<file path="src/rtl/ps2_scancode_decoder_if.sv">
// ps2_scancode_decoder_if: byte-in / event-out bundle between a PS/2 receiver, the decoder and its consumer.
interface ps2_scancode_decoder_if #(
    parameter int FIFO_DEPTH = 4
);
    localparam int CW = $clog2(FIFO_DEPTH) + 1;
    logic [7:0]    iCODE;
    logic          iCODE_VALID;
    logic [7:0]    oEVT_CODE;
    logic          oEVT_EXT;
    logic          oEVT_REL;
    logic          oEVT_VALID;
    logic          iEVT_READY;
    logic [CW-1:0] oCOUNT;
    logic          oOVF;
    logic          oERR;
    modport slave (
        input  iCODE, iCODE_VALID, iEVT_READY,
        output oEVT_CODE, oEVT_EXT, oEVT_REL, oEVT_VALID, oCOUNT, oOVF, oERR
    );
    modport master (
        output iCODE, iCODE_VALID, iEVT_READY,
        input  oEVT_CODE, oEVT_EXT, oEVT_REL, oEVT_VALID, oCOUNT, oOVF, oERR
    );
endinterface

</file>
<file path="src/rtl/ps2_scancode_decoder.sv">
// ps2_scancode_decoder: turns raw PS/2 set-2 bytes into make/release events
// (E0/F0 prefixes, optional typematic filtering) queued in a FWFT FIFO.
module ps2_scancode_decoder #(
    parameter int FIFO_DEPTH    = 4,
    parameter bit FILTER_REPEAT = 1'b1
) (
    input logic                  iCLK_50,
    input logic                  iRST,
    ps2_scancode_decoder_if.slave bus
);
    localparam int AW = $clog2(FIFO_DEPTH);
    localparam int CW = AW + 1;

    typedef enum logic [1:0] {IDLE, EXT, BRK, EXT_BRK} state_t;

    state_t        state_q, state_d;
    logic          err_q, err_d;
    logic          ovf_q, ovf_d;
    logic          held_vld_q, held_vld_d;
    logic          held_ext_q, held_ext_d;
    logic [7:0]    held_code_q, held_code_d;
    logic [AW-1:0] wr_q, wr_d, rd_q, rd_d;
    logic [CW-1:0] cnt_q, cnt_d;
    logic [9:0]    mem_q [FIFO_DEPTH];
    logic          special, prefix, evt, evt_ext, evt_rel;
    logic          match, push, pop, full, wr_en;
    logic [9:0]    head;

    always_comb begin
        special = bus.iCODE inside {8'h00, 8'hAA, 8'hEE, 8'hFA, 8'hFE, 8'hFF};
        prefix  = bus.iCODE == 8'hE0 || bus.iCODE == 8'hF0;
        state_d = state_q;
        err_d   = 1'b0;
        evt     = 1'b0;
        evt_ext = 1'b0;
        evt_rel = 1'b0;
        if (bus.iCODE_VALID) begin
            if (special) begin
                state_d = IDLE;
            end else begin
                case (state_q)
                    IDLE: begin
                        state_d = bus.iCODE == 8'hE0 ? EXT : bus.iCODE == 8'hF0 ? BRK : IDLE;
                        evt     = !prefix;
                    end
                    EXT: begin
                        state_d = bus.iCODE == 8'hF0 ? EXT_BRK : bus.iCODE == 8'hE0 ? EXT : IDLE;
                        evt     = !prefix;
                        evt_ext = 1'b1;
                    end
                    BRK: begin
                        state_d = IDLE;
                        err_d   = prefix;
                        evt     = !prefix;
                        evt_rel = 1'b1;
                    end
                    default: begin
                        state_d = IDLE;
                        err_d   = prefix;
                        evt     = !prefix;
                        evt_ext = 1'b1;
                        evt_rel = 1'b1;
                    end
                endcase
            end
        end
    end

    // Held key tracks the last emitted make so typematic repeats can be dropped.
    always_comb begin
        match       = held_vld_q && held_ext_q == evt_ext && held_code_q == bus.iCODE;
        push        = evt && !(FILTER_REPEAT && !evt_rel && match);
        held_vld_d  = held_vld_q;
        held_ext_d  = held_ext_q;
        held_code_d = held_code_q;
        if (push && !evt_rel) begin
            held_vld_d  = 1'b1;
            held_ext_d  = evt_ext;
            held_code_d = bus.iCODE;
        end else if (evt && evt_rel && match) begin
            held_vld_d  = 1'b0;
        end
    end

    // A full FIFO still accepts a push when the head is popped on the same edge.
    always_comb begin
        full  = cnt_q == CW'(FIFO_DEPTH);
        pop   = cnt_q != '0 && bus.iEVT_READY;
        wr_en = push && (!full || pop);
        wr_d  = wr_q + AW'(wr_en);
        rd_d  = rd_q + AW'(pop);
        cnt_d = cnt_q + CW'(wr_en) - CW'(pop);
        ovf_d = ovf_q | (push && full && !pop);
    end

    always_ff @(posedge iCLK_50 or posedge iRST) begin
        if (iRST) begin
            state_q     <= IDLE;
            err_q       <= 1'b0;
            ovf_q       <= 1'b0;
            held_vld_q  <= 1'b0;
            held_ext_q  <= 1'b0;
            held_code_q <= 8'h00;
            wr_q        <= '0;
            rd_q        <= '0;
            cnt_q       <= '0;
        end else begin
            state_q     <= state_d;
            err_q       <= err_d;
            ovf_q       <= ovf_d;
            held_vld_q  <= held_vld_d;
            held_ext_q  <= held_ext_d;
            held_code_q <= held_code_d;
            wr_q        <= wr_d;
            rd_q        <= rd_d;
            cnt_q       <= cnt_d;
        end
    end

    always_ff @(posedge iCLK_50) begin
        if (wr_en) mem_q[wr_q] <= {evt_ext, evt_rel, bus.iCODE};
    end

    assign head           = mem_q[rd_q];
    assign bus.oEVT_VALID = cnt_q != '0;
    assign bus.oEVT_CODE  = bus.oEVT_VALID ? head[7:0] : 8'h00;
    assign bus.oEVT_REL   = bus.oEVT_VALID & head[8];
    assign bus.oEVT_EXT   = bus.oEVT_VALID & head[9];
    assign bus.oCOUNT     = cnt_q;
    assign bus.oOVF       = ovf_q;
    assign bus.oERR       = err_q;
endmodule

</file>
<file path="src/flat_wrapper.sv">
// flat-port wrapper written by rule: the top's interface ports become plain ports
module ps2_scancode_decoder_flat 
#(
    parameter int FIFO_DEPTH    = 4,
    parameter bit FILTER_REPEAT = 1'b1
)
  (iCLK_50, iRST, bus_iCODE, bus_iCODE_VALID, bus_iEVT_READY, bus_oEVT_CODE, bus_oEVT_EXT, bus_oEVT_REL, bus_oEVT_VALID, bus_oCOUNT, bus_oOVF, bus_oERR);
  ps2_scancode_decoder_if #(.FIFO_DEPTH(FIFO_DEPTH)) bus_i ();
  input logic iCLK_50;
  input logic iRST;
  input wire logic [$bits(bus_i.iCODE)-1:0] bus_iCODE;
  input wire logic [$bits(bus_i.iCODE_VALID)-1:0] bus_iCODE_VALID;
  input wire logic [$bits(bus_i.iEVT_READY)-1:0] bus_iEVT_READY;
  output wire logic [$bits(bus_i.oEVT_CODE)-1:0] bus_oEVT_CODE;
  output wire logic [$bits(bus_i.oEVT_EXT)-1:0] bus_oEVT_EXT;
  output wire logic [$bits(bus_i.oEVT_REL)-1:0] bus_oEVT_REL;
  output wire logic [$bits(bus_i.oEVT_VALID)-1:0] bus_oEVT_VALID;
  output wire logic [$bits(bus_i.oCOUNT)-1:0] bus_oCOUNT;
  output wire logic [$bits(bus_i.oOVF)-1:0] bus_oOVF;
  output wire logic [$bits(bus_i.oERR)-1:0] bus_oERR;
  assign bus_i.iCODE = bus_iCODE;
  assign bus_i.iCODE_VALID = bus_iCODE_VALID;
  assign bus_i.iEVT_READY = bus_iEVT_READY;
  assign bus_oEVT_CODE = bus_i.oEVT_CODE;
  assign bus_oEVT_EXT = bus_i.oEVT_EXT;
  assign bus_oEVT_REL = bus_i.oEVT_REL;
  assign bus_oEVT_VALID = bus_i.oEVT_VALID;
  assign bus_oCOUNT = bus_i.oCOUNT;
  assign bus_oOVF = bus_i.oOVF;
  assign bus_oERR = bus_i.oERR;
  ps2_scancode_decoder #(.FIFO_DEPTH(FIFO_DEPTH), .FILTER_REPEAT(FILTER_REPEAT)) u_core (.iCLK_50(iCLK_50), .iRST(iRST), .bus(bus_i));
endmodule
</file>
<file path="config.mk">
export PLATFORM = sky130hd
export DESIGN_NAME = ps2_scancode_decoder_flat
export DESIGN_NICKNAME = d
export VERILOG_FILES = /design/src/rtl/ps2_scancode_decoder_if.sv /design/src/rtl/ps2_scancode_decoder.sv /design/src/flat_wrapper.sv
export SDC_FILE = /design/constraint.sdc
export NUM_CORES = 1
export LEC_CHECK = 0
export ABC_AREA = 1
export CAP_MARGIN = 20
export CORE_MARGIN = 2
export CORE_UTILIZATION = 31
export CTS_CLUSTER_DIAMETER = 60
export CTS_CLUSTER_SIZE = 10
export DETAILED_ROUTE_END_ITERATION = 7
export SLEW_MARGIN = 5
export SYNTH_ARGS = -nofsm -noshare
export SYNTH_HDL_FRONTEND = slang
export SYNTH_SLANG_ARGS = --single-unit
</file>
<file path="constraint.sdc">
create_clock -name iCLK_50 -period 2.6 [get_ports iCLK_50]
set_input_delay 0.52 -clock iCLK_50 [delete_from_list [all_inputs] [get_ports iCLK_50]]
set_output_delay 0.52 -clock iCLK_50 [all_outputs]
set_load 0.02 [all_outputs]
</file>
==> metrics.txt <==
status finished, final reports clean; drt drc 0; drt pass-1 iters 4; CP arrival 2750 ps; clock skew after layout 8.96 ps; Crit path top cell by count inv_1; net switching fraction of the power 37.4%; Buf/Inv on CP 5; Switch Pwr 1.32 mW; max frequency 406 MHz; Num Clock Sinks 61; cell area after layout 3720 sq um; Fin Hold WS 472 ps; CP Class input port to flop; Hold Crit Endpoint u_core.held_code_q[7]; hold path startpoint u_core.held_code_q[7]; Final Hold Fails 0; Skew-Pair Late Insertion Delay 340 ps; CP peak stage delay 540 ps; Combinational Power Share 42.0%; pre-CTS setup slack -383 ps; Initial DRC Count 64; row count 34; unrepaired setup endpoints after global routing false; Via Count 2139; Tcrit/Tclk final 94.8%; PortBufs 27; Final min period 2460 ps; die area 9980 sq um; #FFs+latches synth 61; Worst Max-Slew Pin Slew 365 ps; CP top delay family buffers and inverters; syn nets 312; largest net degree at the start of global routing 22; Mapped Cells 295; final net count 382; Worst Path Max Fanout 6; ANT nets after route 0; FF-to-FF Start u_core.bus.oCOUNT[1]; clock slew at reported path FFs 70 ps; CP Capture Type flop; Distinct cells, synth 27; Pint 2.21 mW; R2R setup slack 230 ps; die height 99.9 microns; gr usage total 12.7%; max-cap check violation count 0; num ports 28; VDD IR-drop max 364 uV; Placed Area 3500 sq um; Relative slew margins 75.6%; filler cell count 824; worst r2r dst u_core.bus.oCOUNT[1]; total CTS buffers 9; H-tree depth 3; CTS Hold Buffers Added 0; Leak Pwr 1.74 nW; final wirelength 6.09 mm; path length in cells of the critical path 12; Syn Std Cell Area 2850 sq um; Initial Util 32.4%; Routability Congestion 0.834; Final Max Slew Viols 0; share of layout cells above drive strength 1 19.7%; first-pass GRT wire length 9.70 mm; global route overflow 0; startpoint types input port; Critical Path RT 2880 ps; sequential share of power 38.2%; Yosys warning count 0; CTS tree yes; CP max stage cell clkdlybuf4s50_1; Detail Placement HPWL 4.37 mm; Die W 99.9 microns; vias in the first global route 2069; power share of the clock group 19.7%; synthesized area per cell 9.67 sq um; n_diodes 0; core area 8810 sq um; CTS root buf clkbuf_8; DR vias/cell 4.47; sequential-to-total area share from yosys stat 60.6%; worst hold stages 2; post-route setup slack 136 ps; power density cells 949 nW/um^2; hold crit path type flop to flop; # setup viols final 0; Routed WL per cell 12.7 microns; Synth-to-Final Area Change 30.4%; Clock Tree Buf Depth 2; worst reg2reg path depth 11; worst path cell trace clkdlybuf4s50_1, buf_4, xnor2_1, nand4_1, nor2_1, nand4_1, nand3_1, inv_1, ha_1, inv_1, fa_1, inv_1; antenna violations before repair 0
## cell type report
cell class                 count  area, sq um  share of cell area, %
sequential                    61         1730                   46.4
timing repair buffer          68          611                   16.4
clock inverter                 7         41.3                   1.11
inverter                      34          133                   3.57
clock buffer                   9          124                   3.33
multi-input combinational    191          948                   25.5
tap                          108          135                   3.63
## kinds of logic (layout without fill, tap and decap cells)
group | count (synthesis) | in the layout | share of synthesized area [%]
flops | 61 | 61 | 60.6
buf+inv | 43 | 118 | 6.19
compound gates | 39 | 39 | 7.02
simple gates | 140 | 140 | 21.6
fa+ha+maj | 5 | 5 | 2.46
xor+xnor | 7 | 7 | 2.15
## worst max-delay path by stage
stage,end,startpoint
floorplan,u_core.bus.oCOUNT[2],u_core.bus.oCOUNT[1]
global placement,u_core.bus.oCOUNT[2],bus_iCODE[4]
detailed placement,u_core.bus.oCOUNT[2],bus_iCODE[4]
CTS,bus_oEVT_CODE[7],u_core.rd_q[0]
global route,u_core.bus.oCOUNT[2],bus_iCODE[2]
finish,u_core.bus.oCOUNT[1],bus_iCODE[2]
## state kept, by name (all words and copies together), names as in the netlist
name / cells
u_core.wr_q: 2
u_core.held_ext_q: 1
u_core.rd_q: 2
u_core.held_code_q: 8
u_core.bus.oERR: 1
u_core.state_q: 2
u_core.held_vld_q: 1
u_core.mem_q: 40
u_core.bus.oCOUNT: 3
u_core.bus.oOVF: 1
## metrics by stage
step | instances | utilization, % | setup TNS [ps] | total power [mW]
after floorplan | 295 | - | 0 | 2.23
after global placement | 460 | 39.8 | -7130 | 2.86
after detailed placement | 460 | 39.8 | -10730 | 2.88
after CTS | 476 | 41.6 | 0 | 3.57
after global routing | 478 | 42.2 | 0 | 3.76
final | 478 | 42.2 | 0 | 3.53
## cells in the final DEF (no fill, tap or decap), drive strengths merged
master	n
edfxtp	40
fa	1
clkdlybuf4s50	10
dlygate4sd2	1
buf	41
nor2	66
dfrtp	21
nand3	5
xor2	3
nand4	13
clkbuf	10
nand2	54
nor4	1
clkinvlp	3
inv	33
xnor2	4
ha	4
clkinv	5
dlymetal6s2s	15
o21ai	25
nand3b	1
a21oi	13
o22ai	1
## worst register-to-register path: cells and delay by family (launching register included)
kind | cells | cell delay [ps]
fa+ha+maj | 3 | 870
buf+inv | 5 | 580
flops | 1 | 440
simple gates | 3 | 380
## per-layer routing
layer  GRT usage, %  share of wire, %
met1           15.4                46
met2           21.0                49
met3           3.76               3.7
met4           5.48               1.1
met5              0                 0
## synthesized netlist by cell type
cell type	number	share of area, %
o21ai_2	1	0.31
nand4_2	1	0.44
clkbuf_1	7	0.92
xor2_1	3	0.92
clkinv_1	1	0.13
inv_2	2	0.26
a21oi_1	13	2.3
buf_6	2	0.79
nand2_1	49	6.5
xnor2_1	4	1.2
nor2_2	1	0.22
nor2_4	2	0.79
o21ai_0	22	3.9
nor4_1	1	0.22
o21ai_1	2	0.35
ha_1	4	1.8
edfxtp_1	40	42
dfrtp_1	21	18
inv_1	31	4.1
fa_1	1	0.70
nand4_1	12	2.6
nand2_2	5	1.1
nand3_2	2	0.70
nor2_1	63	8.3
o22ai_1	1	0.22
nand3b_1	1	0.26
nand3_1	3	0.53
## power by group through the flow
stage                     clock [mW]  sequential (mW)  combinational (mW)
after floorplan                    0             1.38               0.846
after global placement             0             1.36                1.49
after detailed placement           0             1.36                1.51
after CTS                      0.716             1.35                1.51
after global routing           0.762             1.37                1.63
final                          0.697             1.35                1.48
## repair_timing
| item | 4_1_cts | 5_1_grt |
|---|---|---|
| setup endpoints to repair | 7 | 11 |
| setup buffers | 0 | 2 |
| resized for setup | 3 | 20 |
(Power assumes the default switching activity.)
